### config.mk
export PLATFORM = sky130hd
export DESIGN_NAME = regfile_mp
export DESIGN_NICKNAME = d
export VERILOG_FILES = /design/src/rtl/regfile_mp.sv
export SDC_FILE = /design/constraint.sdc
export NUM_CORES = 2
export LEC_CHECK = 0
export BUFFER_PORTS_ARGS = -buffer_cell sky130_fd_sc_hd__buf_4
export CORE_ASPECT_RATIO = 0.9
export CORE_MARGIN = 2
export CORE_UTILIZATION = 35
export CTS_BUF_LIST = sky130_fd_sc_hd__clkbuf_2 sky130_fd_sc_hd__clkbuf_4 sky130_fd_sc_hd__clkbuf_8
export CTS_CLUSTER_DIAMETER = 60
export DETAILED_ROUTE_END_ITERATION = 12
export SYNTH_ARGS = -nofsm -noshare
export SYNTH_HDL_FRONTEND = slang
export SYNTH_SLANG_ARGS = --single-unit
### constraint.sdc
create_clock -name clk -period 5.77 [get_ports clk]
set_input_delay 0.2885 -clock clk [delete_from_list [all_inputs] [get_ports clk]]
set_output_delay 0.2885 -clock clk [all_outputs]
set_load 0.05 [all_outputs]
### src/rtl/regfile_mp.sv
// regfile_mp: multi-port register file with two writeback ports,
// per-register busy scoreboard and optional same-cycle write bypass.
module regfile_mp #(
  parameter int DATA_W   = 32,
  parameter int ADDR_W   = 5,
  parameter int NUM_RD   = 2,
  parameter int ZERO_REG = 1,
  parameter int BYPASS   = 1
) (
  input  logic                       clk,
  input  logic                       rst,
  input  logic [NUM_RD*ADDR_W-1:0]   rd_addr,
  output logic [NUM_RD*DATA_W-1:0]   rd_data,
  output logic [NUM_RD-1:0]          rd_busy,
  input  logic                       wa_en,
  input  logic [ADDR_W-1:0]          wa_addr,
  input  logic [DATA_W-1:0]          wa_data,
  input  logic                       wb_en,
  input  logic [ADDR_W-1:0]          wb_addr,
  input  logic [DATA_W-1:0]          wb_data,
  input  logic                       rsv_en,
  input  logic [ADDR_W-1:0]          rsv_addr,
  output logic [ADDR_W:0]            busy_cnt
);

  localparam int DEPTH = 1 << ADDR_W;
  localparam int CW    = ADDR_W + 1;

  logic [DATA_W-1:0] regs [DEPTH];
  logic [DEPTH-1:0]  busy;
  logic [DEPTH-1:0]  busy_nxt;
  logic [CW-1:0]     cnt_nxt;
  logic              wa_eff;
  logic              wb_eff;
  logic              rsv_eff;

  function automatic logic is_zero(
    input logic [ADDR_W-1:0] a
  );
    return (ZERO_REG != 0) && (a == '0);
  endfunction

  // rst masks every same-cycle update, including bypass
  assign wa_eff  = !rst && wa_en && !is_zero(wa_addr);
  assign wb_eff  = !rst && wb_en && !is_zero(wb_addr);
  assign rsv_eff = !rst && rsv_en && !is_zero(rsv_addr);

  // reserve applied last: a new producer supersedes the write
  always_comb begin
    busy_nxt = busy;
    if (wa_eff)
      busy_nxt[wa_addr] = 1'b0;
    if (wb_eff)
      busy_nxt[wb_addr] = 1'b0;
    if (rsv_eff)
      busy_nxt[rsv_addr] = 1'b1;
  end

  always_comb begin
    cnt_nxt = '0;
    for (int i = 0; i < DEPTH; i++)
      cnt_nxt = cnt_nxt + CW'(busy_nxt[i]);
  end

  always_ff @(posedge clk) begin
    if (rst) begin
      for (int i = 0; i < DEPTH; i++)
        regs[i] <= '0;
      busy     <= '0;
      busy_cnt <= '0;
    end else begin
      if (wa_eff)
        regs[wa_addr] <= wa_data;
      // port B issued last so it wins a shared address
      if (wb_eff)
        regs[wb_addr] <= wb_data;
      busy     <= busy_nxt;
      busy_cnt <= cnt_nxt;
    end
  end

  for (genvar k = 0; k < NUM_RD; k++) begin : g_rd
    logic [ADDR_W-1:0] a;
    logic [DATA_W-1:0] d;
    logic              b;

    assign a = rd_addr[k*ADDR_W +: ADDR_W];

    always_comb begin
      d = regs[a];
      b = busy[a];
      if (is_zero(a)) begin
        d = '0;
        b = 1'b0;
      end else if ((BYPASS != 0) && wb_eff && (wb_addr == a)) begin
        d = wb_data;
        b = rsv_eff && (rsv_addr == a);
      end else if ((BYPASS != 0) && wa_eff && (wa_addr == a)) begin
        d = wa_data;
        b = rsv_eff && (rsv_addr == a);
      end
    end

    assign rd_data[k*DATA_W +: DATA_W] = d;
    assign rd_busy[k]                  = b;
  end

endmodule

; Word-level counts from Yosys, hierarchy flattened
; Memory sizes are Yosys's and may differ from the RTL's.
; Cells that the tools add are included.
[classes]
eq_ne = 6
reduce_logical = 26
add_sub_neg = 31
bitwise_logic = 5
n_mux = 39
n_lt_le_gt_ge = 8
mul = 0
shift = 0
div_mod_pow = 0
[op_table]
columns = cell, n
row1 = 2-to-1 mux 32 bit, 11
row2 = adder 6 x 1 -> 6 bit, 26
row3 = AND 32 bit, 2
row4 = inverter 32 bit, 2
row5 = OR reduction 32 bit, 2
row6 = OR 32 bit, 1
row7 = == test 5 bit, 6
row8 = "< comparator 5 x 6 -> 1 bit, second input constant", 5
row9 = logical NOT 5 bit, 5
row10 = 2-to-1 mux 1 bit, 21
row11 = demux 1 bit (select 5 bit), 3
row12 = ">= comparator 5 x 1 -> 1 bit, second input constant", 3
row13 = logical AND 1 bit, 15
row14 = binary-select mux 1 bit (select 5 bit), 2
row15 = 2-to-1 mux 5 bit, 2
row16 = adder 5 x 1 -> 6 bit, 1
row17 = adder 4 x 1 -> 5 bit, 1
row18 = adder 3 x 1 -> 4 bit, 1
row19 = logical NOT 1 bit, 4
row20 = adder 2 x 1 -> 3 bit, 1
row21 = adder 1 x 1 -> 2 bit, 1
[totals]
latchBits = 0
inputBits = 94
register_bits = 38
output_inout_bits = 72
wordCells = 118
mem_count = 1
mem_bits_rw = 1024
romBits = 0
[memory_table]
columns = name, depth, width, read_ports, rd_ports_with_merged_regs, wr, line
row1 = regs, 32, 32, 2, 0, 32, 29  ; logic [DATA_W-1:0] regs [DEPTH];

; Longest topological paths before layout
[logic_depth]
ltp_word = 42
ltp_mapped = 23
ltp_nobuf = 21

; Worst setup path before layout
; OpenSTA, ideal clock, no wires.
[synth_timing]
kind = input port to flip-flop
startpoint = input wb_en
endpoint = register busy_cnt[4]
path_stages = 21
slack_ps = 148
t_arrival_ps = 5494
path_buffers = 1
path_cell_list = nor2b_1 -> buf_2 -> nand3_1 -> nor2_1 -> a21oi_1 -> a22oi_1 -> fa_1 -> fa_1 -> inv_1 -> fa_1 -> fa_1 -> fa_1 -> fa_1 -> ha_1 -> inv_1 -> fa_1 -> inv_1 -> a21o_1 -> a21oi_1 -> xor2_1 -> nor2_1
[synth_via]
elab_chain_len = 36
[synth_lines]
columns = item, line
row1 = from (decl), 18  ; input logic wb_en,
row2 = logical AND 1 bit * (2 in a row), 45  ; assign wb_eff = !rst && wb_en && !is_zero(wb_addr);
row3 = 2-to-1 mux 32 bit *, 53  ; if (wb_eff)
row4 = OR 32 bit (no line), -
row5 = 2-to-1 mux 32 bit *, 55  ; if (rsv_eff)
row6 = adder 1 x 1 -> 2 bit, 62  ; cnt_nxt = cnt_nxt + CW'(busy_nxt[i]);
row7 = adder 2 x 1 -> 3 bit, 62
row8 = adder 3 x 1 -> 4 bit, 62
row9 = adder 4 x 1 -> 5 bit, 62
row10 = adder 5 x 1 -> 6 bit, 62
row11 = adder 6 x 1 -> 6 bit (25 in a row), 62
row12 = adder 6 x 1 -> 6 bit *, 62
row13 = to (signal assigned), 78  ; busy_cnt <= cnt_nxt;
row14 = to (decl), 23  ; output logic [ADDR_W:0] busy_cnt
; Mark *: on every way between the ends. The rest lies on a longest branch, timed or not.
; A chain may end at the register's enable or synchronous reset.

; Final worst setup path
[layout_timing]
startpoint = input rsv_addr[0]
endpoint = register busy_cnt[4]
[layout_via]
elab_chain_len = 37
word_cells_on_any_way = 41
[layout_lines]
columns = item, line
row1 = from (decl), 22  ; input logic [ADDR_W-1:0] rsv_addr,
row2 = < comparator 5 x 6 -> 1 bit (implied by the code) or >= comparator 5 x 1 -> 1 bit (tied branches), 56  ; busy_nxt[rsv_addr] = 1'b1;
row3 = logical AND 1 bit (implied by the code), 56
row4 = 2-to-1 mux 1 bit (implied by the code), 56
row5 = demux 1 bit (select 5 bit), 56
row6 = OR 32 bit (no line), -
row7 = 2-to-1 mux 32 bit *, 55
row8 = named net busy_nxt[1], 31  ; logic [DEPTH-1:0] busy_nxt;
row9 = adder 1 x 1 -> 2 bit *, 62
row10 = adder 2 x 1 -> 3 bit *, 62
row11 = adder 3 x 1 -> 4 bit *, 62
row12 = adder 4 x 1 -> 5 bit *, 62
row13 = adder 5 x 1 -> 6 bit *, 62
row14 = adder 6 x 1 -> 6 bit * (26 in a row), 62
; The timed path passes the listed nets; every way through them passes the cells marked *.

==> results.sh <==
export IMPL_drtPass1Iterations=8
export IMPL_hold_depth=6
export IMPL_routed_via_count=52103
export IMPL_core_mm2=0.181
export IMPL_critical_path_class="in -> reg"
export IMPL_worstRegToRegCells=17
export IMPL_hp_start="wa_addr[1]"
export IMPL_synthXorXnorAreaFrac_pct=0.453
export IMPL_syn_area_mm2=0.0638
export IMPL_fp_dieW_um=454
export IMPL_relSlewSlack_pct=2.13
export IMPL_synth_compound_area_share_pct=19.5
export IMPL_worstHoldEndpoint="busy[21]"
export IMPL_syn_to_final_growth_pct=13.2
export IMPL_synth_edf_count=1024
export IMPL_initial_core_util_pct=35.3
export IMPL_die_y_um=409
export IMPL_grt_pass1_vias=49897
export IMPL_io_pins=166
export IMPL_postSynthAreaPerCell_um2=13.6
export IMPL_clockRootBuffer="clkbuf_8"
export IMPL_timing_hold_ws_ns=0.0892
export IMPL_drt_iter0_drc=9699
export IMPL_clk_latency_ns=0.96
export IMPL_max_freq_mhz=187
export IMPL_crit_fanout=7
export IMPL_drc_errors=0
export IMPL_cts_setup_buffers=0
export IMPL_rr_startpoint="busy[7]"
export IMPL_synth_main_ff_cell="edfxtp_1"
export IMPL_min_period_over_period_pct=92.9
export IMPL_overflow=0
export IMPL_r2r_end="busy_cnt[4]"
export IMPL_endpoint_kind="flip-flop"
export IMPL_muxShareOfSynthArea_pct=20.2
export IMPL_finalSetupViolations=0
export IMPL_regArea_mm2=0.0315
export IMPL_worst_pin_slew_ns=1.46
export IMPL_ant_nets=0
export IMPL_yosysWarnings=0
export IMPL_dieArea_mm2=0.186
export IMPL_synthCells=4699
export IMPL_rsz0062_at_grt="false"
export IMPL_finalHoldViolCount=0
export IMPL_final_nets=4861
export IMPL_multi_input_area_mm2=0.0294
export IMPL_nFillCells=16872
export IMPL_clock_path_buffers=3
export IMPL_cp_arrival_ns=6.17
export IMPL_gp_congestion=0.918
export IMPL_grt_pass1_wl_mm=408
export IMPL_vias_per_cell=7.14
export IMPL_wl_mm=303
export IMPL_finalClockSkew_ns=0.00490
export IMPL_drv_slew=0
export IMPL_clkTransAtPathRegs_ns=0.06
export IMPL_synthDistinctLibCells=66
export IMPL_ff2ff_setup_slack_ns=0.67
export IMPL_fin_ws_ns=0.410
export IMPL_h_tree_depth=4
export IMPL_synth_fa_ha_area_share_pct=0.890
export IMPL_status="finished, final reports clean"
export IMPL_drv_cap=0
export IMPL_worstSetupStartpointType="primary input"
export IMPL_drive_above_1_share_pct=27.5
export IMPL_synthSimpleGateAreaFrac_pct=3.94
export IMPL_antenna_found_initial=21
export IMPL_wl_per_cell_um=41.6
export IMPL_p_leak_uw=0.0249
export IMPL_rows=148
export IMPL_async_flop_share_pct=0
export IMPL_clkSinkCount=1062
export IMPL_cts_buffers=188
export IMPL_power_density_mw_per_mm2=269
export IMPL_preCtsSetupSlack_ns=-0.231
export IMPL_tritoncts="done"
export IMPL_hp_class="in -> reg"
export IMPL_max_vdd_ir_drop_uv=230
export IMPL_grt_usage_pct=31.7
export IMPL_synth_top_family_by_area="multiplexers"
export IMPL_ys_seq_area_share_pct=49.4
export IMPL_crit_required_ns=6.58
export IMPL_ys_ff_latch=1062
export IMPL_total_power_uw=19400
export IMPL_io_buffers=165
export IMPL_grt_max_degree=117
export IMPL_finalCriticalPeriod_ns=5.36
export IMPL_post_dp_hpwl_mm=162
-- worst max path at each step --
stage | startpoint | endpoint | slack (ns) | cells past startpoint
2_1_floorplan | wb_en | busy_cnt[4] | 0.15 | 21
3_3_place_gp | rst | busy_cnt[4] | -0.21 | 23
3_5_place_dp | rst | busy_cnt[4] | -0.23 | 23
4_1_cts | rsv_addr[0] | busy_cnt[4] | 0.46 | 23
5_1_grt | rsv_addr[0] | busy_cnt[4] | 0.25 | 23
6_report | rsv_addr[0] | busy_cnt[4] | 0.41 | 23
-- placed cells by master (no fill, tap or decap), drive strengths merged, types with 23 or more instances in the layout --
| cell | synthesis | routed |
|---|---|---|
| a211oi | 96 | 96 |
| a21oi | 86 | 86 |
| a22o | 996 | 996 |
| a22oi | 74 | 74 |
| buf | 286 | 432 |
| clkbuf | 429 | 247 |
| clkinv | 10 | 85 |
| conb | 1 | 32 |
| dfxtp | 38 | 38 |
| dlygate4sd3 | 0 | 99 |
| edfxtp | 1024 | 1024 |
| fa | 24 | 24 |
| inv | 67 | 76 |
| mux2 | 90 | 90 |
| mux2i | 213 | 213 |
| mux4 | 433 | 433 |
| nand2 | 152 | 152 |
| nand2b | 23 | 23 |
| nand3 | 42 | 42 |
| nor2 | 103 | 103 |
| nor2b | 76 | 76 |
| o21ai | 106 | 106 |
| o22a | 30 | 30 |
| o22ai | 97 | 97 |
-- cells in the mapped netlist, types with 7 or more instances --
cell type | instances | share of area [%]
or3_1 | 12 | 0.12
xnor2_1 | 17 | 0.23
clkbuf_1 | 428 | 2.5
nand3_1 | 41 | 0.32
a22oi_1 | 74 | 0.87
inv_1 | 66 | 0.39
mux2_2 | 90 | 1.6
xor2_1 | 16 | 0.22
buf_1 | 67 | 0.39
mux2i_1 | 213 | 3.3
buf_6 | 23 | 0.41
nor2b_1 | 75 | 0.73
nor2_2 | 8 | 0.078
mux4_2 | 433 | 15
a211oi_1 | 96 | 1.1
ha_1 | 7 | 0.14
nor2_1 | 95 | 0.56
buf_2 | 148 | 1.2
buf_4 | 38 | 0.45
o21ai_0 | 67 | 0.53
nor3_1 | 9 | 0.071
a32o_1 | 13 | 0.20
clkinv_1 | 10 | 0.059
a2111oi_0 | 13 | 0.18
a31oi_1 | 19 | 0.19
o21ai_1 | 39 | 0.31
a22o_1 | 996 | 14
fa_1 | 24 | 0.75
o22a_1 | 30 | 0.41
nand2b_1 | 22 | 0.22
a21oi_1 | 86 | 0.67
nand3b_1 | 20 | 0.24
nor3b_1 | 7 | 0.082
edfxtp_1 | 1024 | 48
dfxtp_1 | 38 | 1.2
nand2_1 | 152 | 0.89
and2_1 | 12 | 0.12
o22ai_1 | 97 | 0.95
-- cell families after synthesis --
| family | count (synthesis) |
|---|---|
| xor+xnor | 33 |
| mux | 736 |
| simple gates | 488 |
| compound gates | 1556 |
| flops | 1062 |
| fa+ha+maj | 31 |
| other cells | 1 |
| buf+inv | 792 |
-- stage by stage --
| step | utilization, % | std cells | cell area, um2 | TNS (ns) |
|---|---|---|---|---|
| after global routing | 39.9 | 7289 | 72200 | 0 |
| after global placement | 37.4 | 6847 | 67700 | -0.415 |
| after CTS | 39.9 | 7282 | 72200 | 0 |
| after detailed placement | 37.4 | 6847 | 67700 | -0.453 |
| final | 39.9 | 7293 | 72300 | 0 |
| after floorplan | - | 4730 | 64000 | 0 |
-- power breakdown --
part,switching [uW],internal (uW)
registers,235,8910
clock network,3420,3590
logic,2100,1160
total,5750,13700
-- sequential cells by signal, summed over array words and instances (netlist names) --
name	count
busy_cnt	6
regs	1024
busy	32
-- final cells by class --
type                       instances  area share (%)
sequential                      1062            43.6
multi-input combinational       2876            40.7
timing repair buffer             531            6.17
clock buffer                     247            4.25
tap                             2400            4.16
clock inverter                    89           0.686
inverter                          77           0.400
antenna                           11          0.0381
-- per-layer routing --
metal,up-vias,part of all wire (%),wire length (um),global-route usage (%)
met5,-,0.12,368,0.938
met4,24,7.8,23600,20.9
met3,1297,14,43500,11.2
met2,5051,43,130000,46.4
met1,26395,35,105000,39.4
li1,19336,-,-,-
-- critical path, cell delays in order --
cell,delay [ns]
dlygate4sd3_1,0.54
buf_4,0.17
nor2b_1,0.17
nor2b_1,0.14
buf_4,0.18
buf_4,0.13
a32o_1,0.23
fa_1,0.54
inv_1,0.05
fa_1,0.47
fa_1,0.51
inv_1,0.06
fa_1,0.55
fa_1,0.47
fa_1,0.54
ha_1,0.18
inv_1,0.06
fa_1,0.44
inv_1,0.07
a21o_1,0.11
a21oi_1,0.07
xor2_1,0.13
nor2_1,0.05
-- what timing repair did --
| action | 4_1_cts | 5_1_grt |
|---|---|---|
| hold endpoints to repair | 995 | 0 |
| resized for setup | 0 | 0 |
| hold buffers | 99 | 0 |
Power figures use the tool's default switching activity.
